$ cat src/rtl/pic_sync_pkg.sv
// Shared constants for the synchronous priority interrupt controller core:
// register map, command opcodes, FSM encoding and status field layout.
package pic_sync_pkg;
  localparam logic [1:0] WA_IMR   = 2'd0;
  localparam logic [1:0] WA_VBASE = 2'd1;
  localparam logic [1:0] WA_MODE  = 2'd2;
  localparam logic [1:0] WA_CMD   = 2'd3;

  localparam logic [1:0] RA_IRR  = 2'd0;
  localparam logic [1:0] RA_ISR  = 2'd1;
  localparam logic [1:0] RA_IMR  = 2'd2;
  localparam logic [1:0] RA_STAT = 2'd3;

  localparam logic [3:0] OP_INIT   = 4'd0;
  localparam logic [3:0] OP_NSEOI  = 4'd1;
  localparam logic [3:0] OP_SEOI   = 4'd2;
  localparam logic [3:0] OP_RNSEOI = 4'd3;
  localparam logic [3:0] OP_RSEOI  = 4'd4;
  localparam logic [3:0] OP_SETPRI = 4'd5;

  typedef enum logic [1:0] {ST_IDLE = 2'd0, ST_WAIT_ACK2 = 2'd1} fsm_e;

  localparam int ST_FSM_LSB  = 14;
  localparam int ST_SPUR_BIT = 13;
  localparam int ST_CUR_LSB  = 8;
  localparam int ST_PRIO_LSB = 4;

  localparam int MODE_LEVEL = 0;
  localparam int MODE_AEOI  = 1;
  localparam int MODE_ROT   = 2;
endpackage

$ cat src/rtl/pic_prio_resolver.sv
// Rotating priority encoder: channel prio_base+1 is highest, descending
// cyclically; rank is the winner's distance from the highest slot.
module pic_prio_resolver #(
  parameter  int NUM_IRQ = 8,
  localparam int ID_W    = $clog2(NUM_IRQ)
) (
  input  logic [NUM_IRQ-1:0] req,
  input  logic [ID_W-1:0]    prio_base,
  output logic               valid,
  output logic [ID_W-1:0]    id,
  output logic [ID_W-1:0]    rank
);
  int unsigned ch;

  // Scan from lowest to highest priority so the last hit is the winner.
  always_comb begin
    valid = 1'b0;
    id    = '0;
    rank  = '0;
    ch    = 0;
    for (int k = NUM_IRQ-1; k >= 0; k--) begin
      ch = int'(prio_base) + 1 + k;
      if (ch >= NUM_IRQ) ch = ch - NUM_IRQ;
      if (req[ch[ID_W-1:0]]) begin
        valid = 1'b1;
        id    = ch[ID_W-1:0];
        rank  = k[ID_W-1:0];
      end
    end
  end
endmodule

$ cat src/rtl/pic_sync_core.sv
// Single-clock priority interrupt controller: edge/level capture, masking,
// fully nested priority with rotation, AEOI and a two-strobe acknowledge.
module pic_sync_core import pic_sync_pkg::*; #(
  parameter  int NUM_IRQ = 8,
  localparam int ID_W    = $clog2(NUM_IRQ)
) (
  input  logic               clk,
  input  logic               reset_n,
  input  logic [NUM_IRQ-1:0] irq_i,
  input  logic               wr_en,
  input  logic [1:0]         wr_addr,
  input  logic [15:0]        wr_data,
  input  logic [1:0]         rd_addr,
  output logic [15:0]        rd_data,
  input  logic               inta_i,
  output logic               int_o,
  output logic [7:0]         vector_o,
  output logic               vector_valid_o
);
  logic [NUM_IRQ-1:0] irr_q, irr_d, isr_q, isr_d, imr_q, imr_d, irq_d1_q;
  logic [NUM_IRQ-1:0] isr_set, isr_clr, irr_clr, pend_req;
  logic [7:0]         vbase_q, vbase_d, vec_q, vec_d, vec_w;
  logic [2:0]         mode_q, mode_d;
  logic [ID_W-1:0]    pbase_q, pbase_d, cur_id_q, cur_id_d;
  logic [ID_W-1:0]    pend_id, pend_rank, isr_id, isr_rank, lvl_id;
  logic               spur_q, spur_d, int_q, int_d, vvld_q, vvld_d;
  logic               pend_vld, isr_vld, elig, cmd_en, init, lvl_ok, unused_wr;
  logic [3:0]         op, lvl;
  logic [15:0]        rd_q, rd_d, stat;
  fsm_e               fsm_q, fsm_d;

  assign pend_req  = irr_q & ~imr_q;
  assign cmd_en    = wr_en && (wr_addr == WA_CMD);
  assign op        = wr_data[15:12];
  assign lvl       = wr_data[3:0];
  assign lvl_ok    = {1'b0, lvl} < 5'(NUM_IRQ);
  assign lvl_id    = lvl[ID_W-1:0];
  assign init      = cmd_en && (op == OP_INIT);
  assign unused_wr = ^wr_data[11:8];

  pic_prio_resolver #(.NUM_IRQ(NUM_IRQ)) u_pend (
    .req(pend_req), .prio_base(pbase_q), .valid(pend_vld), .id(pend_id), .rank(pend_rank));
  pic_prio_resolver #(.NUM_IRQ(NUM_IRQ)) u_isr (
    .req(isr_q), .prio_base(pbase_q), .valid(isr_vld), .id(isr_id), .rank(isr_rank));

  // Fully nested: a request must strictly outrank everything in service.
  assign elig = pend_vld && (!isr_vld || (pend_rank < isr_rank));

  always_comb begin
    imr_d    = imr_q;
    vbase_d  = vbase_q;
    mode_d   = mode_q;
    pbase_d  = pbase_q;
    cur_id_d = cur_id_q;
    spur_d   = spur_q;
    fsm_d    = fsm_q;
    vec_d    = '0;
    vvld_d   = 1'b0;
    isr_set  = '0;
    isr_clr  = '0;
    irr_clr  = '0;
    vec_w    = vbase_q;
    vec_w[ID_W-1:0] = cur_id_q;

    case (fsm_q)
      ST_IDLE: if (inta_i) begin
        fsm_d = ST_WAIT_ACK2;
        if (elig) begin
          cur_id_d         = pend_id;
          isr_set[pend_id] = 1'b1;
          irr_clr[pend_id] = !mode_q[MODE_LEVEL];
          spur_d           = 1'b0;
        end else begin
          cur_id_d = ID_W'(NUM_IRQ-1);
          spur_d   = 1'b1;
        end
      end
      ST_WAIT_ACK2: if (inta_i) begin
        fsm_d  = ST_IDLE;
        vec_d  = vec_w;
        vvld_d = 1'b1;
        if (mode_q[MODE_AEOI] && !spur_q) begin
          isr_clr[cur_id_q] = 1'b1;
          if (mode_q[MODE_ROT]) pbase_d = cur_id_q;
        end
      end
      default: fsm_d = ST_IDLE;
    endcase

    // Register writes come after the handshake so command rotation wins.
    if (wr_en) begin
      case (wr_addr)
        WA_IMR:   imr_d   = wr_data[NUM_IRQ-1:0];
        WA_VBASE: vbase_d = wr_data[7:0];
        WA_MODE:  mode_d  = wr_data[2:0];
        default: begin
          case (op)
            OP_NSEOI:  if (isr_vld) isr_clr[isr_id] = 1'b1;
            OP_SEOI:   if (lvl_ok) isr_clr[lvl_id] = 1'b1;
            OP_RNSEOI: if (isr_vld) begin
              isr_clr[isr_id] = 1'b1;
              pbase_d         = isr_id;
            end
            OP_RSEOI:  if (lvl_ok && isr_vld) begin
              isr_clr[lvl_id] = 1'b1;
              pbase_d         = lvl_id;
            end
            OP_SETPRI: if (lvl_ok) pbase_d = lvl_id;
            default: ;
          endcase
        end
      endcase
    end

    isr_d = (isr_q & ~isr_clr) | isr_set;
    if (mode_q[MODE_LEVEL]) irr_d = irq_i;
    else                    irr_d = (irr_q & ~irr_clr) | (irq_i & ~irq_d1_q);

    if (init) begin
      irr_d   = '0;
      isr_d   = '0;
      imr_d   = '1;
      pbase_d = ID_W'(NUM_IRQ-1);
      fsm_d   = ST_IDLE;
      vec_d   = '0;
      vvld_d  = 1'b0;
    end

    int_d = (fsm_q == ST_IDLE) && elig && !inta_i && !init;

    stat = '0;
    stat[ST_FSM_LSB +: 2]  = fsm_q;
    stat[ST_SPUR_BIT]      = spur_q;
    stat[ST_CUR_LSB +: 4]  = 4'(cur_id_q);
    stat[ST_PRIO_LSB +: 4] = 4'(pbase_q);
    case (rd_addr)
      RA_IRR:  rd_d = 16'(irr_q);
      RA_ISR:  rd_d = 16'(isr_q);
      RA_IMR:  rd_d = 16'(imr_q);
      default: rd_d = stat;
    endcase
  end

  always_ff @(posedge clk or negedge reset_n) begin
    if (!reset_n) begin
      irr_q    <= '0;
      isr_q    <= '0;
      imr_q    <= '1;
      irq_d1_q <= '0;
      vbase_q  <= '0;
      mode_q   <= '0;
      pbase_q  <= ID_W'(NUM_IRQ-1);
      cur_id_q <= '0;
      spur_q   <= 1'b0;
      fsm_q    <= ST_IDLE;
      int_q    <= 1'b0;
      vec_q    <= '0;
      vvld_q   <= 1'b0;
      rd_q     <= '0;
    end else begin
      irr_q    <= irr_d;
      isr_q    <= isr_d;
      imr_q    <= imr_d;
      irq_d1_q <= irq_i;
      vbase_q  <= vbase_d;
      mode_q   <= mode_d;
      pbase_q  <= pbase_d;
      cur_id_q <= cur_id_d;
      spur_q   <= spur_d;
      fsm_q    <= fsm_d;
      int_q    <= int_d;
      vec_q    <= vec_d;
      vvld_q   <= vvld_d;
      rd_q     <= rd_d;
    end
  end

  assign int_o          = int_q;
  assign vector_o       = vec_q;
  assign vector_valid_o = vvld_q;
  assign rd_data        = rd_q;
endmodule
$ cat config.mk
export PLATFORM = sky130hd
export DESIGN_NAME = pic_sync_core
export DESIGN_NICKNAME = d
export VERILOG_FILES = /design/src/rtl/pic_sync_pkg.sv /design/src/rtl/pic_prio_resolver.sv /design/src/rtl/pic_sync_core.sv
export SDC_FILE = /design/constraint.sdc
export NUM_CORES = 1
export LEC_CHECK = 0
export CORE_UTILIZATION = 58
export DETAILED_ROUTE_END_ITERATION = 12
export PLACE_DENSITY_LB_ADDON = 0.12
export RECOVER_POWER = 25
export SLEW_MARGIN = 20
export SYNTH_ARGS = -nofsm -noshare
export SYNTH_HDL_FRONTEND = slang
export SYNTH_SLANG_ARGS = --single-unit
export TNS_END_PERCENT = 10
$ cat constraint.sdc
create_clock -name clk -period 5.4 [get_ports clk]
set_input_delay 0.54 -clock clk [delete_from_list [all_inputs] [get_ports clk]]
set_output_delay 0.54 -clock clk [all_outputs]
set_load 0.005 [all_outputs]
==> flow_summary_export.csv, run 1 <==
group,metric,value,unit
grt,grt_overflow,0,
drt,vias_per_cell,6.81,
grt,grt_pass1_vias,4625,
synth,yosysMostFrequentCell,"nand2_1",
timing,period_share,80.1,%
grt,grt.total_usage,32.2,%
synth,synth_area_leaders,"dfrtp_1 28%, mux4_2 11%, mux2i_1 5.6%",
floorplanning,ioPinCount,58,
layout,design_area,6160,um^2
placement,placed_area,5950,um^2
placement,globalplace.congestion,0.954,
cts,post_cts_buffers,0,
critical_path,crit_chain,"inv_2, ha_1, buf_4, xor3_1, mux2i_1, nand2_1, a311o_1, o32ai_1, o2bb2ai_1, or2_2, o2111ai_1, o22ai_1",
timing,fmax,0.231,GHz
critical_path,start_kind,"register",
cts,worstSkewPairLatency,0.35,ns
timing,max_slew_margin,-146,%
synth,async_flop_share,100,%
critical_path,path_buf_inv,2,
layout,fill_cells,699,
drt,via_count,4944,
synth,synth_warnings,0,
synth,synth_xor_area_share,1.64,%
synth,synth-seq-cells,71,
flow_run,max_cap_viol_count,1,
placement,numPortBuffers,50,
floorplanning,die_area,9710,um^2
drt,drt_iter0_drc,413,
critical_path,worst-path-max-fanout,11,
synth,synth_edf_count,0,
layout,nets,649,
timing,hold_viol,0,
floorplanning,die_y,98.6,um
grt,grt_pass1_wl,24400,um
timing,worst_pin_slew,3.69,ns
layout,diodes,0,
floorplanning,rows,34,
critical_path,critPathTopFamily,"compound AO/OA/AOI/OAI gates",
cts,cts.path.max_buffers,2,
drt,drt_first_pass_iters,5,
cts,cts-hold-fix-buffers,0,
status,status,"finished, violations left",
critical_path,cp_slowest_cell,"xor3_1",
floorplanning,initial_core_util,60.8,%
timing,period_minus_slack,4.33,ns
cts,htree_levels,3,
synth,seq_area_frac_synth,33.1,%
cts,cts_inserted_buffers,9,
critical_path,crit_type,"reg2reg",
drt,wl_per_cell,20.5,um
synth,synth_top_family_by_area,"simple AND/OR/NAND/NOR gates",
layout,stdcell_count,726,
grt,antenna_found_initial,0,
drt,ant_nets,0,
synth,synth-simple-area-share,22.1,%
drt,wl,14900,um
synth,yosys.area.top_type,"dfrtp_1",
layout,syn_to_final_growth,13.9,%
cts,cts_resized,0,
placement,place_inst,710,
synth,synthDominantCellAreaShare,27.8,%
timing,final-max-slew-violation-count,72,
synth,muxShareOfSynthArea,19.7,%
critical_path,max_stage_delay,0.57,ns
critical_path,cp.arrival,4.55,ns
timing,grt_setup_unrepaired,"false",
layout,final_layout_size_suffix_gt1_share,15.4,%
timing,fin_tns_setup,0,ns
layout,final_core_util,69.3,%
floorplanning,coreArea,8890,um^2
synth,synthCells,575,
critical_path,endpoint_kind,"register",
status,violations,"max-capacitance violations, max-slew violations",
synth,synthAdderAreaFrac,0.925,%
synth,netlist_top_cells_count,"64 x nand2_1, 60 x dfrtp_1, 34 x a21oi_1",
placement,place_hpwl,10700,um
cts,cts_root_buf,"clkbuf_8",
synth,syn_avg_cell_area,9.40,um^2
timing,skew,0.0119,ns
synth,syn_area,5410,um^2
cts,cts_tree,"done",
grt,grt_max_degree,72,
cts,cts.reportedPaths.clkPinSlew,0.08,ns
floorplanning,die_w,98.6,um
critical_path,r2r_slack,1.07,ns
synth,synthFlopType,"dfrtp_1",
synth,synth.distinct_cells,76,
cts,clock_sink_count,71,
drt,drc_errors,0,
synth,synth-compound-area-share,17.6,%
critical_path,worstPathRequired,5.62,ns
hold_path,hp-class,"reg2reg",
timing,finalSetupViolCount,0,
==> metrics by stage <==
step	setup WS (ns)	hold WS, ns
6_report	1.07	0.479
5_1_grt	0.860	0.492
4_1_cts	1.18	0.417
3_5_place_dp	1.21	0.461
3_3_place_gp	1.25	0.459
2_1_floorplan	0.998	0.244
==> final timing paths <==
check	start	end	cells past startpoint
worst max-delay path	pbase_q[0]	isr_q[3]	12
worst min-delay path	vbase_q[6]	vector_o[6]	1
worst max register to register	pbase_q[0]	isr_q[3]	12
worst min register to register	vbase_q[6]	vector_o[6]	1
max in group asynchronous	reset_n	isr_q[7]	2
min in group asynchronous	reset_n	rd_data[2]	2
==> area by class of cell <==
cell class,count,area [um^2],area share (%)
clock buffer,9,124,2.01
clock inverter,7,85.1,1.38
inverter,18,67.6,1.10
multi-input combinational,451,3370,54.8
sequential,71,1790,29.1
tap,108,135,2.19
timing repair buffer,62,582,9.45
==> cell usage in the layout (no fill, tap or decap), types with 7 or more instances in the layout <==
cell / instances
nor3b_1: 8
dfrtp_1: 60
nand2_1: 64
clkdlybuf4s50_1: 41
o22ai_1: 10
o221ai_1: 9
mux2i_1: 30
and3_1: 7
inv_1: 17
nor3_1: 12
dfstp_2: 11
nand3_1: 18
a21oi_1: 34
nand3b_1: 7
mux4_2: 26
o311ai_1: 8
nor2b_1: 13
nor2_1: 33
and2_1: 11
clkbuf_8: 9
o21ai_0: 25
dlygate4sd3_1: 8
mux2_2: 16
buf_4: 11
nand2b_1: 20
==> sequential cells by signal, indices dropped and copies added (netlist names), 3 cells and up <==
register,count
irq_d1_q,8
irr_q,8
vbase_q,5
rd_data,13
isr_q,8
imr_q,8
mode_q,3
pbase_q,3
cur_id_q,3
vector_o,8
==> cells by family (layout without fill, tap and decap cells) <==
kind of cell	Yosys count	count (layout)
adders and majority gates	4	4
and+or+nand+nor	224	224
buffers and inverters	55	96
DFF	71	71
xor gates and xnor gates	6	6
AOI/OAI and AO/OA	142	142
other	1	3
muxes	72	72
==> metal layers <==
layer	part of all wire [%]	global-route usage, %	wire [um]
met4	1.7	7.46	260
met1	43	45.0	6350
met5	0	0	0
met3	8.3	5.53	1240
met2	47	52.8	7050
Power of run 1 is left out: the tool's default activity adds up to more than one toggle a clock period on the data nets, which glitch-free logic cannot reach.
==> run 2: changes to the inputs <==
clock period = 4.1 ns   (was 5.4 ns; I/O delays follow)
==> flow_summary_export.csv, run 2 (synthesis results as in run 1) <==
group,metric,value,unit
status,status,"finished, violations left",
status,violations,"max-capacitance violations, max-slew violations",
grt,grt_util_met2,54.2,%
drt,ant_nets,0,
cts,cts-hold-fix-buffers,0,
cts,cts.reportedPaths.clkPinSlew,0.09,ns
timing,worst_pin_slew,1.97,ns
timing,period_share,95.6,%
grt,grt_max_degree,39,
drt,vias_per_cell,6.73,
layout,layout_common_cells,"64 x nand2_1, 60 x dfrtp_1, 41 x clkdlybuf4s50_1",
layout,final_layout_size_suffix_gt1_share,18.6,%
cts,worstSkewPairLatency,0.36,ns
critical_path,worst_r2r_path_depth,14,
drt,drc_errors,0,
timing,grt_setup_unrepaired,"false",
cts,htree_levels,3,
critical_path,crit_top_cell,"mux4_2",
timing,period_minus_slack,3.92,ns
timing,skew,0.0147,ns
drt,drt_iter0_drc,422,
placement,place_hpwl,11200,um
drt,drt_first_pass_iters,5,
layout,largest_register_ffs,13,
grt,grt.met1_usage,45.0,%
layout,syn_to_final_growth,17.0,%
critical_path,worstPathRequired,4.35,ns
floorplanning,rows,34,
flow_run,max_cap_viol_count,1,
grt,grt.total_usage,33.1,%
critical_path,cp_slowest_cell,"dfstp_2",
drt,wl_per_cell,20.3,um
critical_path,max_stage_delay,0.58,ns
cts,clock_sink_count,71,
cts,cts_tree,"done",
floorplanning,initial_core_util,60.8,%
critical_path,crit_chain,"inv_4, ha_4, mux4_2, or2_2, mux4_2, nor2_1, nand2_1, ha_1, nor2_2, o31a_1, o221ai_2, a21oi_1, nand2b_1, o31ai_1",
hold_path,min_to,"vector_o[4]",
critical_path,cp.arrival,4.17,ns
grt,gr-max-usage-layer,"met2",
critical_path,critPathTopFamily,"multiplexers",
cts,cts_root_buf,"clkbuf_8",
grt,grt_overflow,0,
floorplanning,coreArea,8890,um^2
timing,fin_tns_setup,0,ns
timing,finalSetupViolCount,0,
placement,post-place-ws,0.0197,ns
floorplanning,die_y,98.6,um
critical_path,worst-path-max-fanout,6,
critical_path,crit_type,"reg2reg",
layout,final_common_cell,"nand2_1",
timing,final-max-slew-violation-count,39,
critical_path,r2r_slack,0.18,ns
critical_path,path_buf_inv,1,
placement,globalplace.congestion,0.974,
hold_path,hp-class,"reg2reg",
placement,numPortBuffers,50,
critical_path,rr_startpoint,"pbase_q[0]",
floorplanning,die_w,98.6,um
timing,fmax,0.255,GHz
critical_path,endpoint_kind,"register",
floorplanning,ioPinCount,58,
timing,max_slew_margin,-31.3,%
drt,wl,15100,um
timing,hold_viol,0,
floorplanning,die_area,9710,um^2
grt,grt_pass1_wl,25100,um
cts,cts_inserted_buffers,9,
layout,fill_cells,691,
critical_path,r2r_end,"isr_q[6]",
hold_path,min_from,"vbase_q[4]",
timing,finalWorstSetupSlack,0.179,ns
layout,nets,666,
cts,cts.path.max_buffers,2,
critical_path,start_kind,"register",
drt,via_count,4999,
grt,grt_pass1_vias,4792,
grt,grt_util_met3,5.89,%
layout,diodes,0,
hold_path,holdPathStages,1,
grt,antenna_found_initial,0,
run 2: cell type report:
cell class | count | area (um^2) | area share (%)
Multi-Input combinational cell | 452 | 3420 | 54.1
Sequential cell | 71 | 1790 | 28.3
Timing Repair Buffer | 78 | 724 | 11.5
Tap cell | 108 | 135 | 2.14
Clock inverter | 7 | 61.3 | 0.969
Clock buffer | 9 | 124 | 1.96
Inverter | 18 | 70.1 | 1.11
run 2: worst max-delay path by stage:
stage | slack [ns] | startpoint | cells after the start | end
after detailed placement | 0.02 | pbase_q[0] | 13 | isr_q[2]
after CTS | 0.05 | pbase_q[0] | 14 | isr_q[2]
final | 0.18 | pbase_q[0] | 14 | isr_q[6]
after global routing | 0.03 | pbase_q[0] | 14 | isr_q[2]
after floorplan | 0.01 | pbase_q[0] | 20 | irr_q[0]
after global placement | 0.11 | pbase_q[0] | 14 | isr_q[2]
run 2: metrics by stage:
step / instances / instance area (um^2) / hold WS (ns) / util, %
after floorplan: 577 / 5460 / 0.114 / -
final: 743 / 6330 / 0.484 / 71.2
after global routing: 743 / 6330 / 0.506 / 71.2
after CTS: 741 / 6280 / 0.159 / 70.7
after detailed placement: 725 / 6090 / 0.467 / 68.5
after global placement: 725 / 6090 / 0.461 / 68.5
run 2: metal layers:
layer / wire (um) / vias to the layer above
met4: 315 / 0
met2: 7300 / 248
li1: - / 2276
met1: 6230 / 2446
met5: 0 / -
met3: 1250 / 29
run 2: repair_timing:
| item | CTS | global route |
|---|---|---|
| pin swaps | 0 | 1 |
| setup endpoints to repair | 1 | 17 |
| buffers inserted | 0 | 1 |
| gates resized for setup | 1 | 6 |
| cloned | 0 | 1 |
| hold endpoints to repair | 0 | 0 |
Power of run 2 is left out for the same reason.
